$ cat src/rtl/cskipa_pkg.sv
// Shared constants and block-partitioning helpers for the pipelined carry-skip adder.
package cskipa_pkg;

  localparam int unsigned DefBlk = 4;

  // Number of skip blocks needed to cover one segment.
  function automatic int unsigned num_blk(input int unsigned seg, input int unsigned blk);
    return (seg + blk - 1) / blk;
  endfunction

  // Width of the final block of a segment; shorter than blk when blk does not divide seg.
  function automatic int unsigned last_blk_w(input int unsigned seg, input int unsigned blk);
    return seg - (num_blk(seg, blk) - 1) * blk;
  endfunction

endpackage

$ cat src/rtl/cskip_block.sv
// One carry-skip block: N-bit ripple adder whose carry-out bypasses the ripple when all bits
// propagate.
module cskip_block #(
  parameter int unsigned N = 4
) (
  input  logic [N-1:0] a,
  input  logic [N-1:0] b,
  input  logic         cin,
  output logic [N-1:0] sum,
  output logic         cout,
  output logic         prop
);

  logic [N:0] w_c;

  // Ripple-carry sum across the block.
  always_comb begin
    w_c    = '0;
    sum    = '0;
    w_c[0] = cin;
    for (int i = 0; i < N; i++) begin
      sum[i]    = a[i] ^ b[i] ^ w_c[i];
      w_c[i+1]  = (a[i] & b[i]) | (w_c[i] & (a[i] ^ b[i]));
    end
  end

  assign prop = &(a ^ b);
  // Skip mux: a fully propagating block passes its carry-in straight through.
  assign cout = prop ? cin : w_c[N];

endmodule

$ cat src/rtl/cskipa_pipe.sv
// Pipelined carry-skip adder/subtractor with an elastic valid/ready handshake.
// Stage k adds segment k; its carry, the finished low sum bits and the still-unused operand
// bits are registered and handed to stage k+1.
module cskipa_pipe
  import cskipa_pkg::*;
#(
  parameter int unsigned WIDTH  = 32,
  parameter int unsigned BLK    = DefBlk,
  parameter int unsigned STAGES = 2
) (
  input  logic             i_clk,
  input  logic             i_rst,
  input  logic             i_valid,
  output logic             o_ready,
  input  logic [WIDTH-1:0] i_add_term1,
  input  logic [WIDTH-1:0] i_add_term2,
  input  logic             i_cin,
  input  logic             i_sub,
  output logic             o_valid,
  input  logic             i_ready,
  output logic [WIDTH-1:0] o_sum,
  output logic             o_cout,
  output logic             o_ovf
);

  localparam int unsigned SEG  = WIDTH / STAGES;
  localparam int unsigned NB   = num_blk(SEG, BLK);
  localparam int unsigned LB   = last_blk_w(SEG, BLK);
  localparam int unsigned LAST = STAGES - 1;

  if (WIDTH % STAGES != 0) begin : g_bad_width
    $error("cskipa_pipe: WIDTH must be a multiple of STAGES");
  end

  logic [STAGES-1:0] r_valid;
  logic [STAGES-1:0] r_carry;
  logic [WIDTH-1:0]  r_a   [STAGES];
  logic [WIDTH-1:0]  r_b   [STAGES];
  logic [WIDTH-1:0]  r_sum [STAGES];
  logic              r_cmsb;

  logic [STAGES:0]   w_ready;
  logic [STAGES-1:0] w_valid_in;
  logic [STAGES-1:0] w_carry_in;
  logic [WIDTH-1:0]  w_a_in   [STAGES];
  logic [WIDTH-1:0]  w_b_in   [STAGES];
  logic [WIDTH-1:0]  w_sum_in [STAGES];

  assign w_ready[STAGES] = i_ready;
  assign o_ready         = w_ready[0];

  for (genvar k = 0; k < STAGES; k++) begin : g_stage
    logic [SEG-1:0]   w_seg_sum;
    logic [NB:0]      w_blk_c;
    logic [NB-1:0]    w_blk_p;
    logic             w_seg_cout;
    logic             w_load;
    logic [WIDTH-1:0] w_sum_next;

    if (k == 0) begin : g_first
      // Subtraction is A + ~B + 1, so the carry-in is forced high.
      assign w_valid_in[k] = i_valid;
      assign w_carry_in[k] = i_sub | i_cin;
      assign w_a_in[k]     = i_add_term1;
      assign w_b_in[k]     = i_add_term2 ^ {WIDTH{i_sub}};
      assign w_sum_in[k]   = '0;
    end else begin : g_next
      assign w_valid_in[k] = r_valid[k-1];
      assign w_carry_in[k] = r_carry[k-1];
      assign w_a_in[k]     = r_a[k-1];
      assign w_b_in[k]     = r_b[k-1];
      assign w_sum_in[k]   = r_sum[k-1];
    end

    // A stage can take new data when empty or when its content moves on this cycle.
    assign w_ready[k] = ~r_valid[k] | w_ready[k+1];
    assign w_load     = w_ready[k] & w_valid_in[k];

    assign w_blk_c[0] = w_carry_in[k];
    for (genvar j = 0; j < NB; j++) begin : g_blk
      localparam int unsigned BW = (j == NB - 1) ? LB : BLK;
      localparam int unsigned LO = k * SEG + j * BLK;
      cskip_block #(
        .N(BW)
      ) u_blk (
        .a   (w_a_in[k][LO +: BW]),
        .b   (w_b_in[k][LO +: BW]),
        .cin (w_blk_c[j]),
        .sum (w_seg_sum[j*BLK +: BW]),
        .cout(w_blk_c[j+1]),
        .prop(w_blk_p[j])
      );
    end

    // Segment-level skip: a fully propagating segment forwards its carry-in.
    assign w_seg_cout = (&w_blk_p) ? w_carry_in[k] : w_blk_c[NB];

    // Merge this segment's sum into the partial result.
    always_comb begin
      w_sum_next                 = w_sum_in[k];
      w_sum_next[k*SEG +: SEG]   = w_seg_sum;
    end

    // Stage register: valid follows upstream when ready, data only on a transfer.
    always_ff @(posedge i_clk or posedge i_rst) begin
      if (i_rst) begin
        r_valid[k] <= 1'b0;
        r_carry[k] <= 1'b0;
        r_a[k]     <= '0;
        r_b[k]     <= '0;
        r_sum[k]   <= '0;
      end else begin
        if (w_ready[k]) begin
          r_valid[k] <= w_valid_in[k];
        end
        if (w_load) begin
          r_carry[k] <= w_seg_cout;
          r_a[k]     <= w_a_in[k];
          r_b[k]     <= w_b_in[k];
          r_sum[k]   <= w_sum_next;
        end
      end
    end

    if (k == LAST) begin : g_msb
      // Carry into the MSB, recovered from the MSB sum bit, for the overflow flag.
      always_ff @(posedge i_clk or posedge i_rst) begin
        if (i_rst) begin
          r_cmsb <= 1'b0;
        end else if (w_load) begin
          r_cmsb <= w_a_in[k][WIDTH-1] ^ w_b_in[k][WIDTH-1] ^ w_seg_sum[SEG-1];
        end
      end
    end
  end

  assign o_valid = r_valid[LAST];
  assign o_sum   = r_sum[LAST];
  assign o_cout  = r_carry[LAST];
  assign o_ovf   = r_cmsb ^ r_carry[LAST];

endmodule

$ cat config.mk
export PLATFORM = sky130hd
export DESIGN_NAME = cskipa_pipe
export DESIGN_NICKNAME = d
export VERILOG_FILES = /design/src/rtl/cskipa_pkg.sv /design/src/rtl/cskip_block.sv /design/src/rtl/cskipa_pipe.sv
export SDC_FILE = /design/constraint.sdc
export NUM_CORES = 1
export LEC_CHECK = 0
export ABC_AREA = 1
export CORE_AREA = 2 2 113 115
export DETAILED_ROUTE_END_ITERATION = 12
export DIE_AREA = 0 0 115 117
export PLACE_DENSITY = 0.73
export REMOVE_ABC_BUFFERS = 1
export SLEW_MARGIN = 5
export SYNTH_ARGS = -nofsm -noshare
export SYNTH_HDL_FRONTEND = slang
export SYNTH_SLANG_ARGS = --single-unit
$ cat constraint.sdc
create_clock -name i_clk -period 7.3 [get_ports i_clk]
set_input_delay 0.73 -clock i_clk [delete_from_list [all_inputs] [get_ports i_clk]]
set_output_delay 0.73 -clock i_clk [all_outputs]
set_load 0.01 [all_outputs]
## Word level (Yosys, flattened, before mapping)

Index checks and enable logic that the tools add are counted.

- Bits in registers: 117
- Latch bits: 0
- Memory bits (writable): 0
- Memory bits (read-only): 0
- Bits of input ports: 70
- Logic and storage cells: 207
- Memories kept: 0

- Add/sub/neg operators: 0
- $mul: 0
- Divide/modulo/power cells: 0
- $lt $le $gt $ge: 0
- Eq/ne operators: 0
- Shifts and indexed selects: 0
- Muxes and demuxes: 10
- Bitwise logic cells: 178
- Reductions and logical operators: 10

Operators with widths:

| operator | count |
|---|---|
| 1-bit AND | 66 |
| 1-bit XOR | 66 |
| 1-bit OR | 35 |
| 16-bit AND reduction | 2 |
| 4-bit AND reduction | 8 |
| 32-bit XOR | 1 |
| 4-bit XOR | 8 |
| 1-bit two-way mux | 10 |
| 1-bit inverter | 2 |

## Longest topological paths before layout

Gate-level depths: netlist of the first run.

- Depth in word-level cells: 39
- Mapped depth: 30
- Depth with buffers taken out: 29

## Hierarchy

Synthesis of the first run repeated with hierarchy kept, for this count alone.

- Cell total of the unflattened synthesis: 590
- Area, all modules: 5132.4 sq um

By module, submodules not included:

| module | instances | cells an instance | area an instance (sq um) |
|---|---|---|---|
| cskipa_pipe | 1 | 398 | 3580.9 |
| cskip_block | 8 | 24 | 193.9 |

## Worst setup path before layout of the first run

OpenSTA, ideal clock, no wires.

- Path type: input-to-reg
- From: input i_sub
- To: register r_sum, in the netlist g_stage[1].w_sum_next[15]
- Setup time: 0.117 ns
- Arrival time: 8.345 ns
- Slack: -1.162 ns
- Cell stages on the path: 29
- Buffers on the path: 2
- Cell sequence: buf_6 -> buf_4 -> xnor2_1 -> fa_1 -> fa_1 -> fa_1 -> fa_1 -> o21bai_1 -> and2_1 -> fa_1 -> fa_1 -> fa_1 -> fa_1 -> o21ai_0 -> and2_1 -> inv_1 -> fa_1 -> fa_1 -> fa_1 -> fa_1 -> or2_2 -> and2_1 -> fa_1 -> fa_1 -> inv_1 -> fa_1 -> fa_1 -> nand2_1 -> nand2_1

- Longest elaborated chain between the ends: 36
- Elaborated cells between the ends (all ways): 73
- Classes of those cells: 3 x mux; 67 x bitwise; 3 x reduce/logical

RTL lines:

| what | RTL line | RTL |
|---|---|---|
| start: declaration | cskipa_pipe.sv:18 | `input logic i_sub,` |
| 32-bit XOR | cskipa_pipe.sv:65 | `assign w_b_in[k] = i_add_term2 ^ {WIDTH{i_sub}};` |
| 1-bit XOR | cskip_block.sv:23 | `w_c[i+1] = (a[i] & b[i]) \| (w_c[i] & (a[i] ^ b[i]));` |
| 1-bit AND | cskip_block.sv:23 |  |
| 1-bit OR | cskip_block.sv:23 |  |
| 1-bit AND | cskip_block.sv:23 |  |
| 1-bit OR | cskip_block.sv:23 |  |
| 1-bit AND | cskip_block.sv:23 |  |
| 1-bit OR | cskip_block.sv:23 |  |
| [21 not listed] | - |  |
| 1-bit AND | cskip_block.sv:23 |  |
| 1-bit OR | cskip_block.sv:23 |  |
| 1-bit AND | cskip_block.sv:23 |  |
| 1-bit OR | cskip_block.sv:23 |  |
| 1-bit AND | cskip_block.sv:23 |  |
| 1-bit OR | cskip_block.sv:23 |  |
| 1-bit XOR * | cskip_block.sv:22 | `sum[i] = a[i] ^ b[i] ^ w_c[i];` |
| named net g_stage[0].g_blk[3].u_blk.sum[3] | cskip_block.sv:9 | `output logic [N-1:0] sum,` |
| end signal: indexed assignment | cskipa_pipe.sv:120 | `r_sum[k] <= w_sum_next;` |
| end: declaration | cskipa_pipe.sv:39 | `logic [WIDTH-1:0] r_sum [STAGES];` |

The timed path passes the listed nets; every way through them passes the cells marked *.
A chain may end at the register's enable or synchronous reset.

## Final worst setup path of the first run

Same ends and word-level chain as after synthesis.

==> out/metrics.cfg, run 1 <==
[routing]
post-route-drc-count = 0
vias = 3658
wirelength_um = 11300
drtAntennaViolNets = 0
drtIter0Drc = 119
wl_per_cell_um = 14.1
dr.pass1.iters = 4
via_per_inst = 4.58

[sta]
setup_viol = 5
fin_crit_ns = 7.57
rsz0062_at_grt = true
relSlewSlack = 0.245
fin_crit_sh = 1.04
hold_viol = 0
tns_ns = -0.588
drv_slew = 0
clock_skew_ns = 0.00648
tightest_slew_ns = 1.13
fmax_mhz = 132
worst_slack_ns = -0.273

[clock_network]
root_buffer = clkbuf_16
htreeDepth = 3
cts.sinks = 85
cts_tree = yes
clk_latency_ns = 0.33
cts-buffers-inserted = 9
path_clk_slew_ns = 0.06
clk_path_buf_depth = 2
hold_buffers = 0

[job]
drv_cap = 0

[yosys]
syn_area_per_cell_um2 = 9.54
yosys-top-cells-area = dfrtp_1, nand2_1, fa_1, ha_1, xnor2_1
synth-seq-area-share = 0.441
synth-simple-area-share = 0.193
ys_ff_latch = 85
yosysUniqueCellTypes = 23
synth_top_family_by_area = adder cells
netlist_area_um2 = 4830
synth_adder_area_share = 0.216
synth_top_area_share = 0.441
synth_area_leader_cell = dfrtp_1
ys_warn_count = 0
synth_compound_area_frac = 0.0379
yosys.area_share.xor_xnor = 0.0599
synthMuxAreaShare = 0
synthCells = 506

[critical_path]
max_stage_delay_ns = 0.40
path_common_cell = fa_2
crit_arrival_ns = 7.79
cpMaxStageDelayCell = fa_2
worstPathRequired_ns = 7.52
cp_top_family = adder cells
critPathKind = input pin to register
crit_path_start_kind = input pin
path_buf_inv = 5
crit_fanout = 4
cp-end-kind = register

[power_and_ir_drop]
peakVddDrop_v = 0.000129
power.density_nw_per_um2 = 277
clockPowerShare = 0.251
leakage_nw = 3.25
power_frac_comb = 0.368
p_seq_frac = 0.380
p_int_mw = 1.26
p_sw_frac = 0.322
p_switching_uw = 599

[global_routing]
grt_max_degree = 86
antenna_found_initial = 0
grt_pass1_wl_um = 18200
grt_pass1_vias = 3746
grt_usage = 0.175
grt-ovfl-total = 0

[floorplan]
die_h_um = 117
rows = 41
ios = 106
die_area_um2 = 13500
initial_core_util = 0.392
core-area_um2 = 12300
die_x_um = 115

[outcome]
violations = negative setup slack
status = finished, violations left

[final_layout]
fin_nets = 778
final_common_cell = nand2_1
final_cell_mix = nand2_1, clkdlybuf4s50_1, dfrtp_1
area_growth_pct = 39.1
drive_gt1_frac = 0.181
diodes = 0
utilization = 0.545

[min_path]
min_path_type = register to register

[place]
dpl.hpwl_um = 7610
portBuffers = 105
globalplace.congestion = 0.807

==> state kept, by name, summed over array words and instances, names as in the netlist <==
name / flops
r_b: 16
g_stage.w_sum_next: 16
r_a: 16
r_valid: 1
o_sum: 32
g_stage.w_blk_c: 1
o_cout: 1
r_cmsb: 1
o_valid: 1
==> routing by layer <==
layer / GRT usage / part of all wire / up-vias
met5: 0 / 0 / -
met4: 0.0771 / 0.025 / 0
met3: 0.0273 / 0.041 / 18
met2: 0.311 / 0.51 / 77
met1: 0.211 / 0.42 / 1761
li1: - / - / 1802
==> final timing paths <==
kind,start,end,slack [ns],depth (start not counted)
min in group asynchronous,i_rst,o_sum[5]$_DFFE_PP0P_,1.04,3
max,i_sub,g_stage[1].w_sum_next[15]$_DFFE_PP0P_,-0.27,30
max in group asynchronous,i_rst,r_b[58]$_DFFE_PP0P_,5.54,3
min reg2reg,g_stage[1].w_sum_next[13]$_DFFE_PP0P_,o_sum[13]$_DFFE_PP0P_,0.47,2
max reg2reg,r_b[48]$_DFFE_PP0P_,o_cout$_DFFE_PP0P_,-0.10,25
min,g_stage[1].w_sum_next[13]$_DFFE_PP0P_,o_sum[13]$_DFFE_PP0P_,0.47,2
==> per-stage QoR <==
step                total power, mW  area (um^2)  hold WS, ns  cells  setup WS [ns]
floorplan                      1.02         4710        0.442    486         -0.870
global placement               1.33         6100        0.457    761          -1.47
detailed placement             1.36         6100        0.459    761          -1.68
CTS                            1.88         6690        0.468    797         -0.153
global route                   2.00         6710        0.494    798         -0.444
finish                         1.86         6710        0.468    798         -0.273
==> cell usage after synthesis <==
| cell | number |
|---|---|
| xnor2_1 | 30 |
| xor2_1 | 3 |
| fa_1 | 32 |
| nand4_1 | 2 |
| buf_4 | 5 |
| inv_1 | 38 |
| ha_1 | 32 |
| buf_6 | 1 |
| dfrtp_1 | 85 |
| nor2_1 | 6 |
| o21ai_1 | 1 |
| nand2_2 | 3 |
| nand3_2 | 4 |
| or2_2 | 4 |
| clkbuf_1 | 1 |
| and2_1 | 4 |
| buf_2 | 10 |
| buf_1 | 3 |
| o21ai_0 | 34 |
| o21bai_1 | 1 |
| nand3_1 | 5 |
| nand2_1 | 201 |
| or2_1 | 1 |
==> tightest hold or removal path, stage by stage, from the launching register on <==
cell	delay (ns)
dfrtp_1	0.34
nand2_1	0.06
nand2_1	0.05
==> cell type report <==
cell class / count / area [um^2]
timing repair buffer: 147 / 1380
clock inverter: 3 / 43.8
sequential: 85 / 2130
inverter: 38 / 144
clock buffer: 12 / 256
tap: 150 / 188
multi-input combinational: 363 / 2580
fill: 1118 / 5600
==> repair_timing <==
action | CTS | global route
setup buffers | 21 | 2
pin swaps | 9 | 4
resized for setup | 66 | 3
endpoints found under the setup margin | 10 | 6
==> power by group through the flow <==
stage / logic [mW] / clock network, mW / registers [mW]
4_1_cts: 0.691 / 0.478 / 0.710
3_3_place_gp: 0.627 / 0 / 0.708
2_1_floorplan: 0.279 / 0 / 0.740
5_1_grt: 0.773 / 0.496 / 0.728
6_report: 0.686 / 0.468 / 0.708
3_5_place_dp: 0.648 / 0 / 0.715
==> cells by family (layout without fill, tap and decap cells) <==
logic type      count (synthesis)  after routing
simple gates                  230            230
flops                          85             85
fa+ha+maj                      64             64
buf+inv                        58            200
compound gates                 36             36
xor+xnor                       33             33
Note: power is estimated with default switching activity, not from simulation.
==> run 2: changes to the inputs <==
Settings changed: CAP_MARGIN set to 25, SLEW_MARGIN 5 to not set.
==> out/metrics.cfg, run 2 (same netlist as run 1, synthesis figures left out) <==
[routing]
drtAntennaViolNets = 0  ; unchanged
met2_length_um = 6110  ; was 5770 um
wl_per_cell_um = 14.4  ; was 14.1 um
vias = 3645  ; was 3658
drtIter0Drc = 177  ; was 119
wl_met1_um = 4790  ; was 4750 um
highest-signal-layer = met4  ; unchanged
via_per_inst = 4.55  ; was 4.58
dr.pass1.iters = 4  ; unchanged
wirelength_um = 11600  ; was 11300 um
post-route-drc-count = 0  ; unchanged
met3RoutedLength_um = 470  ; was 466 um

[final_layout]
post-route-cell-area_um2 = 6750  ; was 6710 um^2
largest_reg_flops = 32  ; unchanged
diodes = 0  ; unchanged
stdcell_count = 801  ; was 798
drive_gt1_frac = 0.184  ; was 0.181
final_cell_mix = nand2_1, clkdlybuf4s50_1, dfrtp_1  ; unchanged
final_common_cell = nand2_1  ; unchanged
area_growth_pct = 39.8  ; was 39.1%
fin_nets = 780  ; was 778

[critical_path]
path_buf_inv = 5  ; unchanged
critPathKind = input pin to register  ; unchanged
r2r-start = r_b[48]$_DFFE_PP0P_  ; unchanged
rr_worst_depth = 25  ; unchanged
crit_fanout = 4  ; unchanged
cp_top_family = adder cells  ; unchanged
r2r-end = o_cout$_DFFE_PP0P_  ; unchanged
cp-end-kind = register  ; unchanged
max_stage_delay_ns = 0.41  ; was 0.40 ns
crit_arrival_ns = 7.84  ; was 7.79 ns
worstPathRequired_ns = 7.52  ; about the same
reg2reg_setup_slack_ns = -0.12  ; was -0.10 ns
crit_path_start_kind = input pin  ; unchanged
cpMaxStageDelayCell = fa_2  ; unchanged
path_common_cell = fa_2  ; unchanged

[clock_network]
htreeDepth = 3  ; unchanged
path_clk_slew_ns = 0.06  ; about the same
clk_path_buf_depth = 2  ; unchanged
clk_latency_ns = 0.34  ; was 0.33 ns
cts_tree = yes  ; unchanged
cts-buffers-inserted = 9  ; unchanged
cts.sinks = 85  ; unchanged
root_buffer = clkbuf_16  ; unchanged
hold_buffers = 0  ; unchanged

[floorplan]
initial_core_util = 0.392  ; unchanged
core-area_um2 = 12300  ; unchanged
ios = 106  ; unchanged
die_x_um = 115  ; unchanged
die_area_um2 = 13500  ; unchanged
rows = 41  ; unchanged
die_h_um = 117  ; unchanged

[min_path]
min_path_type = register to register  ; unchanged
holdPathEnd = o_sum[13]$_DFFE_PP0P_  ; unchanged
holdPathStages = 2  ; unchanged
holdCritStartpoint = g_stage[1].w_sum_next[13]$_DFFE_PP0P_  ; unchanged

[global_routing]
grt_max_degree = 81  ; was 86
antenna_found_initial = 0  ; unchanged
grt-ovfl-total = 0  ; unchanged
grt_pass1_vias = 3794  ; was 3746
grt_usage = 0.180  ; was 0.175
grt_pass1_wl_um = 18700  ; was 18200 um

[sta]
setup_viol = 5  ; unchanged
fin_crit_sh = 1.04  ; about the same
tightest_slew_ns = 0.782  ; was 1.13 ns
fin_crit_ns = 7.63  ; was 7.57 ns
clock_skew_ns = 0.00516  ; was 0.00648 ns
drv_slew = 0  ; unchanged
tns_ns = -0.757  ; was -0.588 ns
hold_viol = 0  ; unchanged
rsz0062_at_grt = true  ; unchanged
relSlewSlack = 0.477  ; was 0.245
fmax_mhz = 131  ; was 132 MHz
worst_slack_ns = -0.326  ; was -0.273 ns

[place]
globalplace.congestion = 0.807  ; unchanged
portBuffers = 105  ; unchanged
post_dp_cell_area_um2 = 6140  ; was 6100 um^2
dpl.hpwl_um = 7800  ; was 7610 um
dp.cells = 763  ; was 761
place_ws_ns = -1.70  ; was -1.68 ns

[job]
drv_cap = 0  ; unchanged

[power_and_ir_drop]
total_power_mw = 1.86  ; about the same
power.density_nw_per_um2 = 276  ; was 277 nW/um^2
peakVddDrop_v = 0.000104  ; was 0.000129 V
leakage_nw = 3.26  ; was 3.25 nW

[outcome]
status = finished, violations left  ; unchanged
violations = negative setup slack  ; unchanged

run 2: changes by cell type in the layout (fill, tap and decap cells not counted):
| cell | previous run | this run |
|---|---|---|
| buf_12 | 0 | 1 |
| buf_16 | 0 | 1 |
| buf_4 | 40 | 41 |
| buf_6 | 3 | 2 |
| clkbuf_8 | 2 | 0 |
| clkinv_2 | 2 | 4 |
| clkinvlp_4 | 0 | 1 |
run 2: stage by stage:
stage	hold WS, ns	util
detailed placement	0.459	0.499
CTS	0.469	0.546
global route	0.494	0.548
finish	0.465	0.548
floorplan	0.442	-
global placement	0.457	0.495
run 2: power breakdown:
group          total, mW  switching (mW)  internal (mW)
combinational      0.699           0.323          0.376
sequential         0.710          0.0988          0.611
clock              0.454           0.189          0.265
total               1.86           0.611           1.25
run 2: final cells by class:
cell class	instances	area [um^2]
clock buffer	10	229
fill	1120	5570
multi-input combinational	363	2580
clock inverter	6	61.3
inverter	38	144
sequential	85	2130
timing repair buffer	149	1420
tap	150	188
run 2: tightest hold or removal path, cell delays in order, from the launching register on:
cell     delay [ns]
dfrtp_1        0.34
nand2_1        0.06
nand2_1        0.05
run 2: layer usage:
| metal | vias up | track usage |
|---|---|---|
| met5 | - | 0 |
| met4 | 0 | 0.0699 |
| met3 | 11 | 0.0278 |
| met2 | 68 | 0.322 |
| met1 | 1758 | 0.221 |
| li1 | 1808 | - |
run 2: repair_timing:
item,in CTS,in global routing
cloned,0,0
resized for setup,65,3
setup endpoints to repair,9,6
pin swaps,7,3
buffers inserted,21,2
run 2: worst max path at each step:
stage	slack (ns)	startpoint	cells past startpoint	end
after global placement	-1.47	i_add_term2[0]	28	g_stage[1].w_sum_next[15]$_DFFE_PP0P_
after global routing	-0.50	i_sub	30	g_stage[1].w_sum_next[15]$_DFFE_PP0P_
after floorplan	-0.87	i_add_term2[0]	27	g_stage[1].w_sum_next[15]$_DFFE_PP0P_
after CTS	-0.18	i_sub	29	g_stage[1].w_sum_next[15]$_DFFE_PP0P_
after detailed placement	-1.70	i_add_term2[0]	28	g_stage[1].w_sum_next[15]$_DFFE_PP0P_
final	-0.33	i_sub	30	g_stage[1].w_sum_next[15]$_DFFE_PP0P_
